$ cat config.mk
export PLATFORM = sky130hd
export DESIGN_NAME = axi4_arbiter_2to1
export DESIGN_NICKNAME = d
export VERILOG_FILES = /design/src/rtl/axi4_arbiter_2to1.sv
export SDC_FILE = /design/constraint.sdc
export NUM_CORES = 1
export LEC_CHECK = 0
export CAP_MARGIN = 20
export CORE_AREA = 5 5 221 223
export CTS_BUF_LIST = sky130_fd_sc_hd__clkbuf_8
export DETAILED_ROUTE_END_ITERATION = 7
export DIE_AREA = 0 0 226 228
export DONT_BUFFER_PORTS = 1
export HOLD_SLACK_MARGIN = 0.08
export PLACE_DENSITY_LB_ADDON = 0.3
export SYNTH_ARGS = -nofsm -noshare
export SYNTH_HDL_FRONTEND = slang
export SYNTH_SLANG_ARGS = --single-unit
export TNS_END_PERCENT = 20
$ cat constraint.sdc
create_clock -name clock -period 4.88 [get_ports clock]
set_clock_uncertainty 0.15 [all_clocks]
set_input_delay 0.488 -clock clock [delete_from_list [all_inputs] [get_ports clock]]
set_output_delay 0.488 -clock clock [all_outputs]
set_load 0.01 [all_outputs]
$ cat src/rtl/axi4_arbiter_2to1.sv
// Two-master, one-slave AXI4 arbiter: whole transactions granted round-robin,
// one outstanding at a time, all channels passed through combinationally.
module axi4_arbiter_2to1 #(
  parameter int ADDR_W = 32,
  parameter int DATA_W = 32,
  parameter int ID_W   = 4
) (
  input  logic                clock,
  input  logic                reset,
  // master 0 (instruction fetch)
  input  logic                m0_awvalid,
  input  logic [ADDR_W-1:0]   m0_awaddr,
  input  logic [ID_W-1:0]     m0_awid,
  input  logic [7:0]          m0_awlen,
  input  logic [2:0]          m0_awsize,
  input  logic [1:0]          m0_awburst,
  output logic                m0_awready,
  input  logic                m0_wvalid,
  input  logic [DATA_W-1:0]   m0_wdata,
  input  logic [DATA_W/8-1:0] m0_wstrb,
  input  logic                m0_wlast,
  output logic                m0_wready,
  output logic                m0_bvalid,
  output logic [1:0]          m0_bresp,
  output logic [ID_W-1:0]     m0_bid,
  input  logic                m0_bready,
  input  logic                m0_arvalid,
  input  logic [ADDR_W-1:0]   m0_araddr,
  input  logic [ID_W-1:0]     m0_arid,
  input  logic [7:0]          m0_arlen,
  input  logic [2:0]          m0_arsize,
  input  logic [1:0]          m0_arburst,
  output logic                m0_arready,
  output logic                m0_rvalid,
  output logic [DATA_W-1:0]   m0_rdata,
  output logic [1:0]          m0_rresp,
  output logic                m0_rlast,
  output logic [ID_W-1:0]     m0_rid,
  input  logic                m0_rready,
  // master 1 (load/store)
  input  logic                m1_awvalid,
  input  logic [ADDR_W-1:0]   m1_awaddr,
  input  logic [ID_W-1:0]     m1_awid,
  input  logic [7:0]          m1_awlen,
  input  logic [2:0]          m1_awsize,
  input  logic [1:0]          m1_awburst,
  output logic                m1_awready,
  input  logic                m1_wvalid,
  input  logic [DATA_W-1:0]   m1_wdata,
  input  logic [DATA_W/8-1:0] m1_wstrb,
  input  logic                m1_wlast,
  output logic                m1_wready,
  output logic                m1_bvalid,
  output logic [1:0]          m1_bresp,
  output logic [ID_W-1:0]     m1_bid,
  input  logic                m1_bready,
  input  logic                m1_arvalid,
  input  logic [ADDR_W-1:0]   m1_araddr,
  input  logic [ID_W-1:0]     m1_arid,
  input  logic [7:0]          m1_arlen,
  input  logic [2:0]          m1_arsize,
  input  logic [1:0]          m1_arburst,
  output logic                m1_arready,
  output logic                m1_rvalid,
  output logic [DATA_W-1:0]   m1_rdata,
  output logic [1:0]          m1_rresp,
  output logic                m1_rlast,
  output logic [ID_W-1:0]     m1_rid,
  input  logic                m1_rready,
  // slave side (pmem)
  output logic                s_awvalid,
  output logic [ADDR_W-1:0]   s_awaddr,
  output logic [ID_W-1:0]     s_awid,
  output logic [7:0]          s_awlen,
  output logic [2:0]          s_awsize,
  output logic [1:0]          s_awburst,
  input  logic                s_awready,
  output logic                s_wvalid,
  output logic [DATA_W-1:0]   s_wdata,
  output logic [DATA_W/8-1:0] s_wstrb,
  output logic                s_wlast,
  input  logic                s_wready,
  input  logic                s_bvalid,
  input  logic [1:0]          s_bresp,
  input  logic [ID_W-1:0]     s_bid,
  output logic                s_bready,
  output logic                s_arvalid,
  output logic [ADDR_W-1:0]   s_araddr,
  output logic [ID_W-1:0]     s_arid,
  output logic [7:0]          s_arlen,
  output logic [2:0]          s_arsize,
  output logic [1:0]          s_arburst,
  input  logic                s_arready,
  input  logic                s_rvalid,
  input  logic [DATA_W-1:0]   s_rdata,
  input  logic [1:0]          s_rresp,
  input  logic                s_rlast,
  input  logic [ID_W-1:0]     s_rid,
  output logic                s_rready
);

  typedef enum logic [1:0] {IDLE, RD, WR} state_t;

  state_t state;
  logic   gnt;
  logic   prio;

  logic req0, req1, pick, pick_wr;
  logic rd_act, wr_act;
  logic m0_rd, m1_rd, m0_wr, m1_wr;

  // A master asserting both AW and AR is treated as a write request
  assign req0    = m0_awvalid | m0_arvalid;
  assign req1    = m1_awvalid | m1_arvalid;
  assign pick    = (req0 & req1) ? prio : req1;
  assign pick_wr = pick ? m1_awvalid : m0_awvalid;

  always_ff @(posedge clock or posedge reset) begin
    if (reset) begin
      state <= IDLE;
      gnt   <= 1'b0;
      prio  <= 1'b0;
    end else begin
      case (state)
        IDLE: begin
          if (req0 | req1) begin
            gnt   <= pick;
            state <= pick_wr ? WR : RD;
          end
        end
        RD: begin
          if (s_rvalid & s_rready & s_rlast) begin
            state <= IDLE;
            prio  <= ~gnt;
          end
        end
        WR: begin
          if (s_bvalid & s_bready) begin
            state <= IDLE;
            prio  <= ~gnt;
          end
        end
        default: state <= IDLE;
      endcase
    end
  end

  assign rd_act = (state == RD);
  assign wr_act = (state == WR);
  assign m0_rd  = rd_act & ~gnt;
  assign m1_rd  = rd_act &  gnt;
  assign m0_wr  = wr_act & ~gnt;
  assign m1_wr  = wr_act &  gnt;

  // Slave-side request channels: routed from the granted master, else zero
  assign s_awvalid = m0_wr ? m0_awvalid : (m1_wr ? m1_awvalid : 1'b0);
  assign s_awaddr  = m0_wr ? m0_awaddr  : (m1_wr ? m1_awaddr  : '0);
  assign s_awid    = m0_wr ? m0_awid    : (m1_wr ? m1_awid    : '0);
  assign s_awlen   = m0_wr ? m0_awlen   : (m1_wr ? m1_awlen   : '0);
  assign s_awsize  = m0_wr ? m0_awsize  : (m1_wr ? m1_awsize  : '0);
  assign s_awburst = m0_wr ? m0_awburst : (m1_wr ? m1_awburst : '0);
  assign s_wvalid  = m0_wr ? m0_wvalid  : (m1_wr ? m1_wvalid  : 1'b0);
  assign s_wdata   = m0_wr ? m0_wdata   : (m1_wr ? m1_wdata   : '0);
  assign s_wstrb   = m0_wr ? m0_wstrb   : (m1_wr ? m1_wstrb   : '0);
  assign s_wlast   = m0_wr ? m0_wlast   : (m1_wr ? m1_wlast   : 1'b0);
  assign s_bready  = m0_wr ? m0_bready  : (m1_wr ? m1_bready  : 1'b0);
  assign s_arvalid = m0_rd ? m0_arvalid : (m1_rd ? m1_arvalid : 1'b0);
  assign s_araddr  = m0_rd ? m0_araddr  : (m1_rd ? m1_araddr  : '0);
  assign s_arid    = m0_rd ? m0_arid    : (m1_rd ? m1_arid    : '0);
  assign s_arlen   = m0_rd ? m0_arlen   : (m1_rd ? m1_arlen   : '0);
  assign s_arsize  = m0_rd ? m0_arsize  : (m1_rd ? m1_arsize  : '0);
  assign s_arburst = m0_rd ? m0_arburst : (m1_rd ? m1_arburst : '0);
  assign s_rready  = m0_rd ? m0_rready  : (m1_rd ? m1_rready  : 1'b0);

  // Master-side responses: only the granted master sees anything non-zero
  assign m0_awready = m0_wr & s_awready;
  assign m0_wready  = m0_wr & s_wready;
  assign m0_bvalid  = m0_wr & s_bvalid;
  assign m0_bresp   = m0_wr ? s_bresp : '0;
  assign m0_bid     = m0_wr ? s_bid   : '0;
  assign m0_arready = m0_rd & s_arready;
  assign m0_rvalid  = m0_rd & s_rvalid;
  assign m0_rdata   = m0_rd ? s_rdata : '0;
  assign m0_rresp   = m0_rd ? s_rresp : '0;
  assign m0_rlast   = m0_rd & s_rlast;
  assign m0_rid     = m0_rd ? s_rid   : '0;

  assign m1_awready = m1_wr & s_awready;
  assign m1_wready  = m1_wr & s_wready;
  assign m1_bvalid  = m1_wr & s_bvalid;
  assign m1_bresp   = m1_wr ? s_bresp : '0;
  assign m1_bid     = m1_wr ? s_bid   : '0;
  assign m1_arready = m1_rd & s_arready;
  assign m1_rvalid  = m1_rd & s_rvalid;
  assign m1_rdata   = m1_rd ? s_rdata : '0;
  assign m1_rresp   = m1_rd ? s_rresp : '0;
  assign m1_rlast   = m1_rd & s_rlast;
  assign m1_rid     = m1_rd ? s_rid   : '0;

endmodule

-- Word-level counts from Yosys, hierarchy flattened
Index checks and enable logic that the tools add are counted.
- register bits after elaboration: 4
- bits in latches: 0
- bits in writable memories: 0
- bits in read-only memories: 0
- bits of input ports: 332
- output and inout port bits: 240
- logic and storage cells: 93
- memories kept: 0
- $add $sub $neg: 0
- multipliers: 0
- divide/modulo/power cells: 0
- magnitude comparators: 0
- equality and inequality tests: 5
- shifts and indexed selects: 0
- multiplexer cells: 56
- bitwise logic cells: 24
- reductions and logical operators: 5
- operators by type and width (kind ; number):
    32-bit 2-to-1 mux ; 8
    4-bit 2-to-1 mux ; 10
    8-bit 2-to-1 mux ; 4
    2-bit 2-to-1 mux ; 12
    1-bit AND ; 20
    1-bit 2-to-1 mux ; 16
    3-bit 2-to-1 mux ; 4
    2-bit case mux with 3 select lines ; 1
    3-bit AND reduction ; 2
    2-bit by 1-bit != test with 1-bit output (second input constant) ; 2
    1-bit bitwise OR ; 3
    2-bit by 1-bit == test with 1-bit output (second input constant) ; 1
    2-bit == test (second input constant) ; 1
    2-bit zero test ; 1
    2-bit != test (second input constant) ; 1
    1-bit case mux with 2 select lines ; 1
    2-bit AND reduction ; 1
    2-bit nonzero test ; 1
    1-bit NOT ; 1

-- Depth between registers and ports, before layout
Gate-level depths: netlist (run 1).
- word-level depth: 8
- gate-level depth with buffers: 6
- gate-level depth less buffers: 3

-- Worst setup path before layout (run 1)
OpenSTA, ideal clock, no wires.
- kind: reg-to-output
- start point: register state[1]
- end point: output port s_wdata[24]
- arrival: 1.343 ns
- required time: 4.242 ns
- setup slack: 2.899 ns
- cell stages (with the launch flop): 7
- buffers on the path: 3
- cells stage by stage: dfrtp_1 -> nor2b_1 -> and2_1 -> buf_6 -> buf_6 -> buf_6 -> a22o_1
- cells in the longest elaborated chain, start to end: 4
- elaborated cells on any way between the ends: 5
- classes of those cells: 1 x eq/ne; 2 x mux; 2 x bitwise
- ends and longest elaborated chain (element ; RTL line ; text):
    start: declaration ; 104 ; state_t state;
    start signal: assignment ; 128 ; state <= pick_wr ? WR : RD;
    2-bit == test (*) ; 149 ; assign wr_act = (state == WR);
    1-bit AND ; 153 ; assign m1_wr = wr_act & gnt;
    32-bit 2-to-1 mux ; 163 ; assign s_wdata = m0_wr ? m0_wdata : (m1_wr ? m1_wdata : '0);
    32-bit 2-to-1 mux (*) ; 163 ;
    end: declaration ; 79 ; output logic [DATA_W-1:0] s_wdata,
Every way passes the cells marked *; elsewhere a longest branch is shown, timed or not.

-- Worst setup path in the final report (run 1)
- start point: register state[1]
- end point: output port s_awaddr[15]
- cells in the longest elaborated chain, start to end: 4
- elaborated cells on any way between the ends: 5
- classes of those cells: 1 x eq/ne; 2 x mux; 2 x bitwise
- ends and longest elaborated chain (element ; RTL line ; text):
    2-bit == test (*) ; 149 ;
    1-bit AND ; 153 ;
    32-bit 2-to-1 mux ; 157 ; assign s_awaddr = m0_wr ? m0_awaddr : (m1_wr ? m1_awaddr : '0);
    32-bit 2-to-1 mux (*) ; 157 ;
    end: declaration ; 72 ; output logic [ADDR_W-1:0] s_awaddr,
Marked as above.

==> impl_metrics.ini, run 1 <==
[run_status]
status = complete, no violations

[synth]
synthCells = 370
yosysWarnings = 0
synth.distinct_cells = 23
synth_area_um2 = 2640
synth_top_family_by_area = simple AND/OR/NAND/NOR gates
synth_seq_area_share_pct = 3.79
ys_ff_latch = 4
post_synth_xor_area_fraction_pct = 0
yosys.area.top_type = a22o_1
synthMuxAreaShare_pct = 20.1
avgSynthCellArea_um2 = 7.13
synth_compound_area_share_pct = 32.3
yosysTopAreaCellShare_pct = 29.5
synth-simple-area-share_pct = 33.5
synth_area_leaders = a22o_1, mux2i_1, and2_1
syn-num-nets = 702
synth_fa_ha_area_share_pct = 0

[route]
drt-total-wl_um = 24000
drt-initial-drc-count = 177
vias_per_cell = 3.38
avgRoutedWirePerCell_um = 25.4
ant_nets = 0
num_vias = 3204
drc = 0
drt-pass1-iter-count = 5

[die]
rows = 79
core_area_um2 = 46400
initial_utilization_pct = 5.69
die_area_um2 = 51500
fp.dieH_um = 228
top_level_ports = 572
die_x_um = 226

[layout]
final_cell_area_um2 = 3300
drive_above_1_share_pct = 4.22
final_common_cell = a22o_1
final_nets = 665
area_growth_syn_to_layout_pct = 25.0
layout_common_cells = a22o_1, nor2_1, mux2i_1
final_core_util_pct = 7.12

[critical_path]
crit_path_end = s_awaddr[15]
worstSetupStartpointType = flip-flop
worst_setup_path_end_kind = primary output
rr_worst_depth = 4
r2r_start = gnt$_DFFE_PP0P_
arrival_ns = 2.69
critPathMaxFanout = 89
cp-startpoint = state[1]$_DFFE_PP0P_
criticalPathCategory = reg -> out
reg2reg_slack_ns = 1.99
critPathRequiredTime_ns = 4.24
worstReg2RegEnd = prio$_DFFE_PP0P_

[hold_path]
whs_path_depth = 2
timing.hold.worst.class = in -> reg
hp-start = m1_awvalid

[global_routing]
grt_pass1_vias = 3253
antenna_found_initial = 20
grt_max_degree = 90
grt_pass1_wl_um = 29500
gr-total-overflow = 0
grt.total_usage_pct = 8.26

[pwr]
p_per_area_nw_per_um2 = 549
p_total_w = 0.00181
peakVddDrop_mv = 0.266
power.static_leakage_nw = 1.35

[clock_network]
clockBufferDepth = 2
cts_root_buffer = clkbuf_8
clk_latency_ns = 0.22
h-tree-depth = 1
path_clk_slew_ns = 0.03
cts_resized = 0
cts_buffers = 3
cts_tree = done
cts_sinks = 4

[timing]
min_period_ns = 3.33
setup_tns_ns = 0
hold_ws_ns = 0.342
finalCritPeriodShare_pct = 68.2
max_slew_margin_pct = 36.1
rsz0062_at_grt = no
max_freq_mhz = 301
setup_violations = 0
tightest_slew_ns = 0.958
hold_viol_final = 0
slew_viol_final = 0

[placed_design]
io_buffers = 0
placed_area_um2 = 3200
dp_hpwl_um = 21700
gp_congestion = 0.798

[run]
cap_violations = 0
per-stage QoR:
step | worst slack (ns) | std cells
global placement | 1.82 | 933
global route | 1.27 | 941
CTS | 1.50 | 938
detailed placement | 1.74 | 933
floorplan | 2.90 | 370
finish | 1.55 | 948
area by class of cell:
| class | count | area [um2] |
|---|---|---|
| fillers | 5381 | 43100 |
| multi-input cells | 315 | 2280 |
| well taps | 607 | 759 |
| flip-flops and latches | 4 | 104 |
| repair buffers | 6 | 72.6 |
| clock buffers | 3 | 41.3 |
| diodes | 9 | 22.5 |
| inverters | 3 | 11.3 |
| clock inverters | 1 | 3.75 |
registers in the layout, summed over array words and instances (netlist names):
signal / cells
gnt: 1
prio: 1
state: 2
what timing repair did:
action | CTS | global route
endpoints found under the hold margin | 4 | 0
buffers inserted | 0 | 0
hold buffers | 1 | 0
worst min-delay path by stage:
stage	to	slack (ns)
2_1_floorplan	gnt$_DFFE_PP0P_	0.10
3_3_place_gp	gnt$_DFFE_PP0P_	0.14
3_5_place_dp	gnt$_DFFE_PP0P_	0.14
4_1_cts	state[0]$_DFFE_PP0P_	0.35
5_1_grt	state[0]$_DFFE_PP0P_	0.37
6_report	state[0]$_DFFE_PP0P_	0.34
synthesized netlist by cell type:
cell type / instances
buf_4: 3
dfrtp_1: 4
a211o_1: 1
o32ai_1: 1
o22ai_1: 2
nand4b_1: 1
o41ai_1: 1
mux2i_1: 53
inv_1: 3
clkbuf_1: 20
nand3b_1: 1
a22o_1: 89
o31ai_1: 1
buf_2: 19
buf_6: 6
o21ai_0: 2
a21boi_0: 1
nor2b_1: 3
and2_1: 51
o32a_1: 1
nor2_1: 56
and3_1: 50
nand2b_1: 1
worst max-delay path: stages (launching register included):
cell	delay [ns]
dfrtp_1	0.44
nor2b_1	0.65
and2_4	0.86
a22o_1	0.41
cell families (layout without fill, tap and decap cells):
kind of cell           count (synthesis)  after routing
AOI/OAI and AO/OA                     99             99
buffers and inverters                 51             13
DFF                                    4              4
muxes                                 53             53
other                                  0              9
and+or+nand+nor                      163            163
power by group:
part	switching [W]	internal (W)
Clock	0.0000191	0.0000538
Sequential	0.000120	0.0000512
Combinational	0.00103	0.000539
layer usage:
metal / global-route usage [%] / share of wire [%]
met1: 6.80 / 26
met5: 0 / 0.66
met3: 5.55 / 18
met2: 16.5 / 54
met4: 0.946 / 1.7
Note: power is estimated with default switching activity, not from simulation.
==> run 2: changes to the inputs <==
- clock period: 4.88 -> 3.45 ns (I/O delays scaled with it)
==> impl_metrics.ini, run 2 (synthesis results as in run 1) <==
[run_status]
status = complete, no violations

[timing]
max_freq_mhz = 395
tightest_slew_ns = 0.573
setup_violations = 0
hold_viol_final = 0
max_slew_margin_pct = 61.8
worst_slack_ns = 0.917
setup_tns_ns = 0
min_period_ns = 2.53
finalCritPeriodShare_pct = 73.4
rsz0062_at_grt = no
slew_viol_final = 0

[die]
die_area_um2 = 51500
fp.dieH_um = 228
top_level_ports = 572
core_area_um2 = 46400
initial_utilization_pct = 5.69
die_x_um = 226
rows = 79

[layout]
drive_above_1_share_pct = 5.64
area_growth_syn_to_layout_pct = 27.3
layout_common_cells = a22o_1, nor2_1, mux2i_1
largest_reg_flops = 2
final_cells = 957
final_cell_area_um2 = 3360
final_nets = 670
final_common_cell = a22o_1
final_core_util_pct = 7.25
regMostFlops = state
top_regs = state x2, gnt x1, prio x1

[route]
vias_per_cell = 3.28
num_vias = 3139
drt-total-wl_um = 22500
avgRoutedWirePerCell_um = 23.5
drt-pass1-iter-count = 4
drt-initial-drc-count = 157
route.met3.wl_um = 2690
drc = 0
wl_met2_um = 12400
wl_met1_um = 7000
ant_nets = 0
top_layer = met5

[placed_design]
dp_hpwl_um = 20200
placed_area_um2 = 3270
dp_slack_ns = 1.12
io_buffers = 0
gp_congestion = 0.800
numPlacedInstances = 939

[critical_path]
critPathRequiredTime_ns = 2.95
worstSetupStartpointType = flip-flop
criticalPathCategory = reg -> out
arrival_ns = 2.04
critPathMaxFanout = 51
worst_setup_path_end_kind = primary output

[hold_path]
timing.hold.worst.class = in -> reg

[pwr]
power.static_leakage_nw = 1.38
peakVddDrop_mv = 0.314
p_per_area_nw_per_um2 = 808

[global_routing]
antenna_found_initial = 12
gr-total-overflow = 0
grt.total_usage_pct = 7.64
grt_pass1_wl_um = 27400
grt_pass1_vias = 3332
grt_max_degree = 90

[clock_network]
cts_tree = done
cts_buffers = 3
cts_sinks = 4
h-tree-depth = 1
clockBufferDepth = 2
clk_latency_ns = 0.22
path_clk_slew_ns = 0.04
cts_root_buffer = clkbuf_8

[run]
cap_violations = 0
[run 2: final cells by class]
| type | instances | area, um2 |
|---|---|---|
| Fill cell | 5423 | 43000 |
| Antenna cell | 13 | 32.5 |
| Sequential cell | 4 | 104 |
| Inverter | 3 | 11.3 |
| Clock buffer | 3 | 41.3 |
| Multi-Input combinational cell | 315 | 2280 |
| Tap cell | 607 | 759 |
| Timing Repair Buffer | 11 | 123 |
| Clock inverter | 1 | 3.75 |
[run 2: layer usage]
layer  vias up  GRT usage [%]
li1       1322              -
met1      1412           7.09
met2       370           15.5
met3        23           3.19
met4        12           1.19
met5         -              0
[run 2: path summary, 6_finish.rpt]
path / start / to / slack [ns] / cells past startpoint
min reg2reg: prio$_DFFE_PP0P_ / prio$_DFFE_PP0P_ / 0.43 / 2
max reg2reg: gnt$_DFFE_PP0P_ / prio$_DFFE_PP0P_ / 1.17 / 4
max in group asynchronous: reset / gnt$_DFFE_PP0P_ / 2.56 / 2
min: m1_awvalid / state[0]$_DFFE_PP0P_ / 0.19 / 2
max: gnt$_DFFE_PP0P_ / s_rready / 0.92 / 3
min in group asynchronous: reset / gnt$_DFFE_PP0P_ / 0.40 / 2
[run 2: what timing repair did]
action,in CTS,in global routing
hold buffers,1,0
resized for setup,0,0
buffers inserted,0,0
endpoints found under the hold margin,4,0
[run 2: worst max-delay path, stage by stage, from the launching register on]
cell and delay, ns:
dfrtp_4 0.68, buf_4 0.41, mux2i_1 0.50, nor2_1 0.17
[run 2: through the flow]
step	hold WS, ns	power, W
6_report	0.192	0.00272
5_1_grt	0.194	0.00292
4_1_cts	0.192	0.00277
3_5_place_dp	-0.000282	0.00265
3_3_place_gp	-0.000554	0.00263
2_1_floorplan	-0.0389	0.00209
[run 2: report_power, final]
group | switching, W | internal, W
combinational | 0.00162 | 0.000813
clock | 0.0000288 | 0.0000762
sequential | 0.000102 | 0.0000743
